==> src/rtl/ps2_transmitter.sv <==
`timescale 1ns/1ps
`default_nettype none
// ============================================================================
// Module   : ps2_transmitter
// Brief    : Host-to-device PS/2 command transmitter (RTS, shift, ACK check).
// Revision : 1.0
// ============================================================================
module ps2_transmitter #(
    parameter int INHIBIT_CYCLES = 5000,
    parameter int TIMEOUT_CYCLES = 750000
) (
    input  logic       clock,
    input  logic       reset,
    input  logic [7:0] tx_data,
    input  logic       tx_valid,
    output logic       tx_ready,
    input  logic       ps2_clock_in,
    input  logic       ps2_data_in,
    output logic       ps2_clock_oe,
    output logic       ps2_data_oe,
    output logic       busy,
    output logic       tx_done,
    output logic       tx_error
);

    localparam int c_INH_W = $clog2(INHIBIT_CYCLES + 1);
    localparam int c_TO_W  = $clog2(TIMEOUT_CYCLES + 1);
    localparam logic [c_INH_W-1:0] c_INH_LAST = c_INH_W'(INHIBIT_CYCLES - 1);
    localparam logic [c_TO_W-1:0]  c_TO_LAST  = c_TO_W'(TIMEOUT_CYCLES - 1);

    typedef enum logic [2:0] {
        S_IDLE     = 3'd0,
        S_INHIBIT  = 3'd1,
        S_REQ      = 3'd2,
        S_SHIFT    = 3'd3,
        S_ACK      = 3'd4,
        S_WAITIDLE = 3'd5
    } state_t;

    state_t               r_state;
    state_t               w_next;
    logic                 r_clk_meta, r_clk_sync, r_clk_prev;
    logic                 r_dat_meta, r_dat_sync;
    logic [9:0]           r_frame;
    logic [3:0]           r_bit_cnt;
    logic [c_INH_W-1:0]   r_inh_cnt;
    logic [c_TO_W-1:0]    r_to_cnt;
    logic                 r_clock_oe, r_data_oe, r_busy, r_ready, r_done, r_error;
    logic                 w_fe, w_timing, w_timeout;
    logic                 w_data_oe_next, w_done, w_error;

    assign w_fe      = r_clk_prev & ~r_clk_sync;
    assign w_timing  = (r_state == S_SHIFT) || (r_state == S_ACK) || (r_state == S_WAITIDLE);
    assign w_timeout = w_timing && !w_fe && (r_to_cnt == c_TO_LAST);

    always_comb begin
        w_next         = r_state;
        w_data_oe_next = r_data_oe;
        w_done         = 1'b0;
        w_error        = 1'b0;
        case (r_state)
            S_IDLE: begin
                if (tx_valid && r_ready) w_next = S_INHIBIT;
            end
            S_INHIBIT: begin
                if (r_inh_cnt == c_INH_LAST) begin
                    w_next         = S_REQ;
                    w_data_oe_next = 1'b1;
                end
            end
            S_REQ: begin
                w_next         = S_SHIFT;
                w_data_oe_next = 1'b1;
            end
            S_SHIFT: begin
                if (w_fe) begin
                    w_data_oe_next = ~r_frame[0];
                    if (r_bit_cnt == 4'd9) w_next = S_ACK;
                end else if (w_timeout) begin
                    w_error = 1'b1;
                end
            end
            S_ACK: begin
                if (w_fe) begin
                    if (r_dat_sync) w_error = 1'b1;
                    else            w_next  = S_WAITIDLE;
                end else if (w_timeout) begin
                    w_error = 1'b1;
                end
            end
            S_WAITIDLE: begin
                if (r_clk_sync && r_dat_sync) begin
                    w_next = S_IDLE;
                    w_done = 1'b1;
                end else if (w_timeout) begin
                    w_error = 1'b1;
                end
            end
            default: w_next = S_IDLE;
        endcase
        if (w_error) w_next = S_IDLE;
        // Lines are released in the very cycle the block returns to IDLE.
        if (w_next == S_IDLE) w_data_oe_next = 1'b0;
    end

    always_ff @(posedge clock) begin
        if (reset) begin
            r_state    <= S_IDLE;
            r_clk_meta <= 1'b1;
            r_clk_sync <= 1'b1;
            r_clk_prev <= 1'b1;
            r_dat_meta <= 1'b1;
            r_dat_sync <= 1'b1;
            r_frame    <= '0;
            r_bit_cnt  <= '0;
            r_inh_cnt  <= '0;
            r_to_cnt   <= '0;
            r_clock_oe <= 1'b0;
            r_data_oe  <= 1'b0;
            r_busy     <= 1'b0;
            r_ready    <= 1'b1;
            r_done     <= 1'b0;
            r_error    <= 1'b0;
        end else begin
            r_clk_meta <= ps2_clock_in;
            r_clk_sync <= r_clk_meta;
            r_clk_prev <= r_clk_sync;
            r_dat_meta <= ps2_data_in;
            r_dat_sync <= r_dat_meta;
            r_state    <= w_next;
            r_clock_oe <= (w_next == S_INHIBIT) || (w_next == S_REQ);
            r_data_oe  <= w_data_oe_next;
            r_busy     <= (w_next != S_IDLE);
            r_ready    <= (r_state == S_IDLE) && (w_next == S_IDLE);
            r_done     <= w_done;
            r_error    <= w_error;

            if (r_state == S_IDLE && w_next == S_INHIBIT)
                r_frame <= {1'b1, ~^tx_data, tx_data};
            else if (r_state == S_SHIFT && w_fe)
                r_frame <= r_frame >> 1;

            if (r_state == S_SHIFT) begin
                if (w_fe) r_bit_cnt <= r_bit_cnt + 4'd1;
            end else begin
                r_bit_cnt <= '0;
            end

            r_inh_cnt <= (r_state == S_INHIBIT) ? r_inh_cnt + 1'b1 : '0;
            r_to_cnt  <= (w_timing && !w_fe) ? r_to_cnt + 1'b1 : '0;
        end
    end

    assign tx_ready     = r_ready;
    assign busy         = r_busy;
    assign ps2_clock_oe = r_clock_oe;
    assign ps2_data_oe  = r_data_oe;
    assign tx_done      = r_done;
    assign tx_error     = r_error;

endmodule
`default_nettype wire

==> config.mk <==
export PLATFORM = sky130hd
export DESIGN_NAME = ps2_transmitter
export DESIGN_NICKNAME = d
export VERILOG_FILES = /design/src/rtl/ps2_transmitter.sv
export SDC_FILE = /design/constraint.sdc
export NUM_CORES = 1
export LEC_CHECK = 0
export CAP_MARGIN = 0
export CELL_PAD_IN_SITES_DETAIL_PLACEMENT = 0
export CELL_PAD_IN_SITES_GLOBAL_PLACEMENT = 1
export CORE_MARGIN = 3
export CORE_UTILIZATION = 43
export CTS_CLUSTER_DIAMETER = 30
export DETAILED_ROUTE_END_ITERATION = 8
export PLACE_DENSITY_LB_ADDON = 0.3
export SYNTH_ARGS = -nofsm -noshare
export SYNTH_HDL_FRONTEND = slang
export SYNTH_SLANG_ARGS = --single-unit
==> constraint.sdc <==
create_clock -name clock -period 1.9 [get_ports clock]
set_clock_uncertainty 0.2 [all_clocks]
set_input_delay 0.285 -clock clock [delete_from_list [all_inputs] [get_ports clock]]
set_output_delay 0.285 -clock clock [all_outputs]
set_load 0.01 [all_outputs]
* After elaboration in Yosys (flattened, before gate mapping)
Cells that the tools add are included.
Cells by class: add/subtract/negate cells 3, multipliers 0, div/mod/pow operators 0, $lt $le $gt $ge 0, equality and inequality tests 12, shifts and indexed selects 0, muxes and demuxes 21, bitwise logic cells 7, reduce and logical (&&, ||, !) cells 23
Operators with widths (number):
- 2-to-1 mux 3 bit | 8
- adder 20 x 1 -> 20 bit (second input constant) | 1
- equality test 20 bit (second input constant) | 1
- 2-to-1 mux 10 bit | 2
- case mux 3 bit (6 select lines) | 1
- adder 13 x 1 -> 13 bit (second input constant) | 1
- equality test 13 bit (second input constant) | 1
- OR reduction 2 bit | 5
- equality test 3 x 2 -> 1 bit (second input constant) | 3
- 2-to-1 mux 1 bit | 8
- XNOR reduction 8 bit | 1
- logical AND 1 bit | 7
- equality test 3 x 1 -> 1 bit (second input constant) | 2
- equality test 3 bit (second input constant) | 2
- logical NOT 3 bit | 2
- NOT 1 bit | 6
- case mux 1 bit (3 select lines) | 2
- nonzero test 3 bit | 2
- adder 4 x 1 -> 4 bit (second input constant) | 1
- equality test 4 bit (second input constant) | 1
- inequality test 2 bit (second input constant) | 2
- logical OR 1 bit | 3
- AND reduction 3 bit | 1
- nonzero test 2 bit | 1
- 2 further kinds | 2
Word-level totals: register bits 61, bits in latches 0, RAM bits 0, bits in read-only memories 0, input port bits 13, output and inout bits 6, logic and storage cells 82, memories kept 0

* Depth between registers and ports, before layout
depth after elaboration 12, gate-level depth with buffers 7

* Least setup slack after synthesis
Ideal clock, no wire load.
kind register to register, start register r_to_cnt[0], end register r_data_oe, in the netlist ps2_data_oe, library setup time 121 ps, data arrival time 1365 ps, data required time 1579 ps, path slack 214 ps, cell stages (with the launch flop) 7, path buffers 0, period minus slack after synthesis 1686 ps, path through dfxtp_1 -> ha_1 -> and3_1 -> nand2_1 -> nor4_1 -> o22a_2 -> nor3_1
Between the ends: cells in the longest elaborated chain, start to end 8, elaborated cells between the ends (all ways) 10, classes of those cells 1 x eq/ne; 6 x mux; 3 x reduce/logical
Ends and longest elaborated chain:
- start, declared | line 47 | logic [c_TO_W-1:0] r_to_cnt;
- start signal, assigned | line 150 | r_to_cnt <= (w_timing && !w_fe) ? r_to_cnt + 1'b1 : '0;
- equality test 20 bit (*) | line 54 | assign w_timeout = w_timing && !w_fe && (r_to_cnt == c_TO_LAST);
- logical AND 1 bit (*) | line 54
- 2-to-1 mux 1 bit (*) | line 79, 87, 95
- 2-to-1 mux 1 bit (on tied branches) | line 92, 76, 84
- case mux 1 bit (3 select lines) (*) | line 61 | case (r_state)
- 2-to-1 mux 3 bit (*) | line 101 | if (w_error) w_next = S_IDLE;
- logical NOT 3 bit (*) | line 103 | if (w_next == S_IDLE) w_data_oe_next = 1'b0;
- OR reduction 2 bit (no line) (*)
- end signal, assigned | line 132 | r_data_oe <= w_data_oe_next;
- end, declared | line 48 | logic r_clock_oe, r_data_oe, r_busy, r_ready, r_done, r_error;
Mark *: on every way between the ends. The rest lies on a longest branch, timed or not. A chain may end at the register's enable or synchronous reset.

* Worst setup path after layout
start register r_to_cnt[0], end register r_busy, in the netlist busy
Between the ends: cells in the longest elaborated chain, start to end 7, elaborated cells between the ends (all ways) 9, classes of those cells 1 x eq/ne; 6 x mux; 2 x reduce/logical
Ends and longest elaborated chain:
- equality test 20 bit (*) | line 54
- logical AND 1 bit (*) | line 54
- 2-to-1 mux 1 bit (*) | line 79, 87, 95
- 2-to-1 mux 1 bit (on tied branches) | line 92, 76, 84
- case mux 1 bit (3 select lines) (*) | line 61
- 2-to-1 mux 3 bit (*) | line 101
- nonzero test 3 bit (*) | line 133 | r_busy <= (w_next != S_IDLE);
- end signal, assigned | line 133
- end, declared | line 48
Marked as above.

==> results_dict.tcl <==
set metrics [dict create \
    outcome "finished clean" \
    grtUsageTotal_pct 15.2 \
    tightest_slew_ns 0.408 \
    hold_viol_final 0 \
    initial_core_util_pct 44.8 \
    fp.dieW_um 84.8 \
    yosys.area.top_type "dfxtp_1" \
    cp_top_family "simple AND/OR/NAND/NOR gates" \
    synth-edff-count 0 \
    timing.rr.end "busy" \
    period_minus_slack_ns 1.80 \
    viasPerCell 5.13 \
    dp_hpwl_mm 3.56 \
    hold_depth 1 \
    design_area_um2 3210 \
    synth_nets 312 \
    required_ns 1.92 \
    cp_num_buf_inv 1 \
    drtIter0Drc 86 \
    ys_seq_elements 61 \
    holdWs_ns 0.208 \
    crit_fanout 5 \
    antenna_found_initial 0 \
    cpMaxStageDelayCell "dfxtp_2" \
    path_clk_slew_ns 0.07 \
    cts_buffer_depth 2 \
    ys_warn_count 0 \
    ys_seq_area_share_pct 45.8 \
    cts_made_buffers 9 \
    io_pins 19 \
    ant_nets 0 \
    finalCritPeriodShare_pct 94.9 \
    h-tree-depth 3 \
    drc 0 \
    core_um2 5960 \
    start_kind "flop" \
    slowest_delay_ns 0.34 \
    maxCapViolations 0 \
    ff2ff_setup_slack_ns 0.1 \
    r2r_start "r_to_cnt[0]" \
    cts_setup_buffers 0 \
    clock-root-buffer "clkbuf_8" \
    syn_to_final_growth_pct 20.3 \
    multi_input_area_um2 1360 \
    routedWlPerCell_um 12.6 \
    seqCellArea_um2 1220 \
    cts.sinks 61 \
    min_to "r_clk_sync" \
    setup_viol 0 \
    fillers 581 \
    synthArstFlopShare_pct 0 \
    grt_pass1_vias 1963 \
    ys.flop_type "dfxtp_1" \
    reg2reg_depth 7 \
    grt_pass1_wl_mm 8.79 \
    worst_skew_pair.late_latency_ns 0.33 \
    grt_overflow 0 \
    synth.distinct_cells 43 \
    synth_top_area_share_pct 45.8 \
    tns_ns 0 \
    syn_area_um2 2670 \
    drive_gt1_share_pct 13.1 \
    dr_total_vias 2073 \
    antenna_cells 0 \
    cp.arrival_ns 1.83 \
    netlist_top_cells_area "dfxtp_1 (46%), nor2_1 (8.0%), xnor2_1 (5.9%)" \
    rows 28 \
    finalNetCount 341 \
    hp-start "r_clk_meta" \
    finalMaxSlewViolations 0 \
    end_kind "flop" \
    die-area_um2 7190 \
    max-slew-margin-rel_pct 72.8 \
    dpl_cell_area_um2 2980 \
    gp_congestion 0.773 \
    syn_avg_cell_area_um2 9.04 \
    grt_max_degree 21 \
    hp-class "flop to flop" \
    totalWireLength_mm 5.08 \
    port_buffers 18 \
    netlist_instances 295 \
    path_class "flop to flop" \
    fmax_mhz 555 \
    cts_tree "built" \
    power.leakage_nw 1.17 \
    chipHeight_um 84.8 \
    crit_path_cell_trace "ha_1 -> and3_4 -> nand2_1 -> nor4_2 -> buf_4 -> o22a_2 -> nor2_1" \
    ir_worst_vdd_uv 517 \
    firstDrtPassIters 4 \
    postCtsHoldBufs 0 \
    power_density_nw_per_um2 894 \
]
-- worst register-to-register path, delay by kind of cell, from the launching register on --
kind | cells | cell delay, ns
AND/OR/NAND/NOR | 4 | 0.65
flip-flops | 1 | 0.34
AO/OA/AOI/OAI | 1 | 0.19
adder cells (fa/ha/maj) | 1 | 0.16
buffers and inverters | 1 | 0.16
-- placed cells by master, fill, tap and decap left out, types with 7 or more instances in the layout --
cell	instances
dfxtp_1	60
nand3_1	15
inv_1	7
clkbuf_8	9
clkdlybuf4s50_1	18
a21oi_1	8
buf_4	10
xnor2_1	18
nand4_1	8
mux2i_1	9
xor2_1	18
nand2_1	17
a211oi_1	11
nor2_1	57
-- flip-flops by register name (all words and copies together) (netlist names) --
signal        count
r_to_cnt         20
r_inh_cnt        13
r_frame          10
r_bit_cnt         4
r_state           3
busy              1
ps2_clock_oe      1
ps2_data_oe       1
r_clk_meta        1
r_clk_prev        1
r_clk_sync        1
r_dat_meta        1
r_dat_sync        1
tx_done           1
tx_error          1
tx_ready          1
-- Yosys cell counts, drive strengths merged, types with 9 or more instances --
| cell type | count |
|---|---|
| buf | 9 |
| xnor2 | 18 |
| nand3 | 15 |
| mux2i | 9 |
| dfxtp | 61 |
| nand2 | 17 |
| nor2 | 58 |
| a211oi | 11 |
| xor2 | 18 |
-- what timing repair did --
| action | in CTS | in global routing |
|---|---|---|
| hold endpoints to repair | 0 | 0 |
| resized for setup | 0 | 4 |
| endpoints found under the setup margin | 0 | 5 |
-- worst max-delay path by stage --
stage,depth (start not counted),slack [ns],startpoint,end
CTS,7,0.02,r_to_cnt[0],busy
detailed placement,7,0.04,r_to_cnt[0],busy
global route,7,-0.002,r_to_cnt[0],ps2_data_oe
global placement,7,0.04,r_to_cnt[0],ps2_data_oe
finish,7,0.1,r_to_cnt[0],busy
floorplan,6,0.21,r_to_cnt[0],ps2_data_oe
-- cells by family (layout without fill, tap and decap cells) --
kind of cell,Yosys count,in the layout,synth area share [%]
AO/OA/AOI/OAI,32,32,8.12
XOR/XNOR,36,36,11.8
adder cells (fa/ha/maj),4,4,1.88
buffers and inverters,20,54,3.89
flip-flops,61,61,45.8
multiplexers,9,9,3.38
AND/OR/NAND/NOR,133,133,25.1
-- cell type report --
cell class | instances | area share [%]
Clock inverter | 5 | 2.34
Inverter | 8 | 0.936
Timing Repair Buffer | 30 | 9.20
Tap cell | 75 | 2.93
Multi-Input combinational cell | 214 | 42.4
Clock buffer | 11 | 4.10
Sequential cell | 61 | 38.1
-- power by group --
part	leakage (nW)	switching (W)	internal (W)	total, W
Sequential	0.496	0.0000315	0.00134	0.00137
Combinational	0.564	0.000143	0.000145	0.000288
Clock	0.107	0.000479	0.000732	0.00121
-- routing by layer --
layer,part of all wire (%),track usage (%)
met4,0.81,4.32
met1,48,19.5
met3,4.9,5.99
met5,0,0
met2,46,23.6
-- through the flow --
stage | utilization (%) | setup WS (ns) | power, W | instances
2_1_floorplan | - | 0.214 | 0.00156 | 295
3_3_place_gp | 50.1 | 0.0418 | 0.00168 | 388
3_5_place_dp | 50.1 | 0.0382 | 0.00168 | 388
4_1_cts | 53.6 | 0.0199 | 0.00291 | 404
5_1_grt | 53.9 | -0.00192 | 0.00301 | 404
6_report | 53.9 | 0.0971 | 0.00287 | 404
No activity file was read; power rests on OpenSTA's default activity.
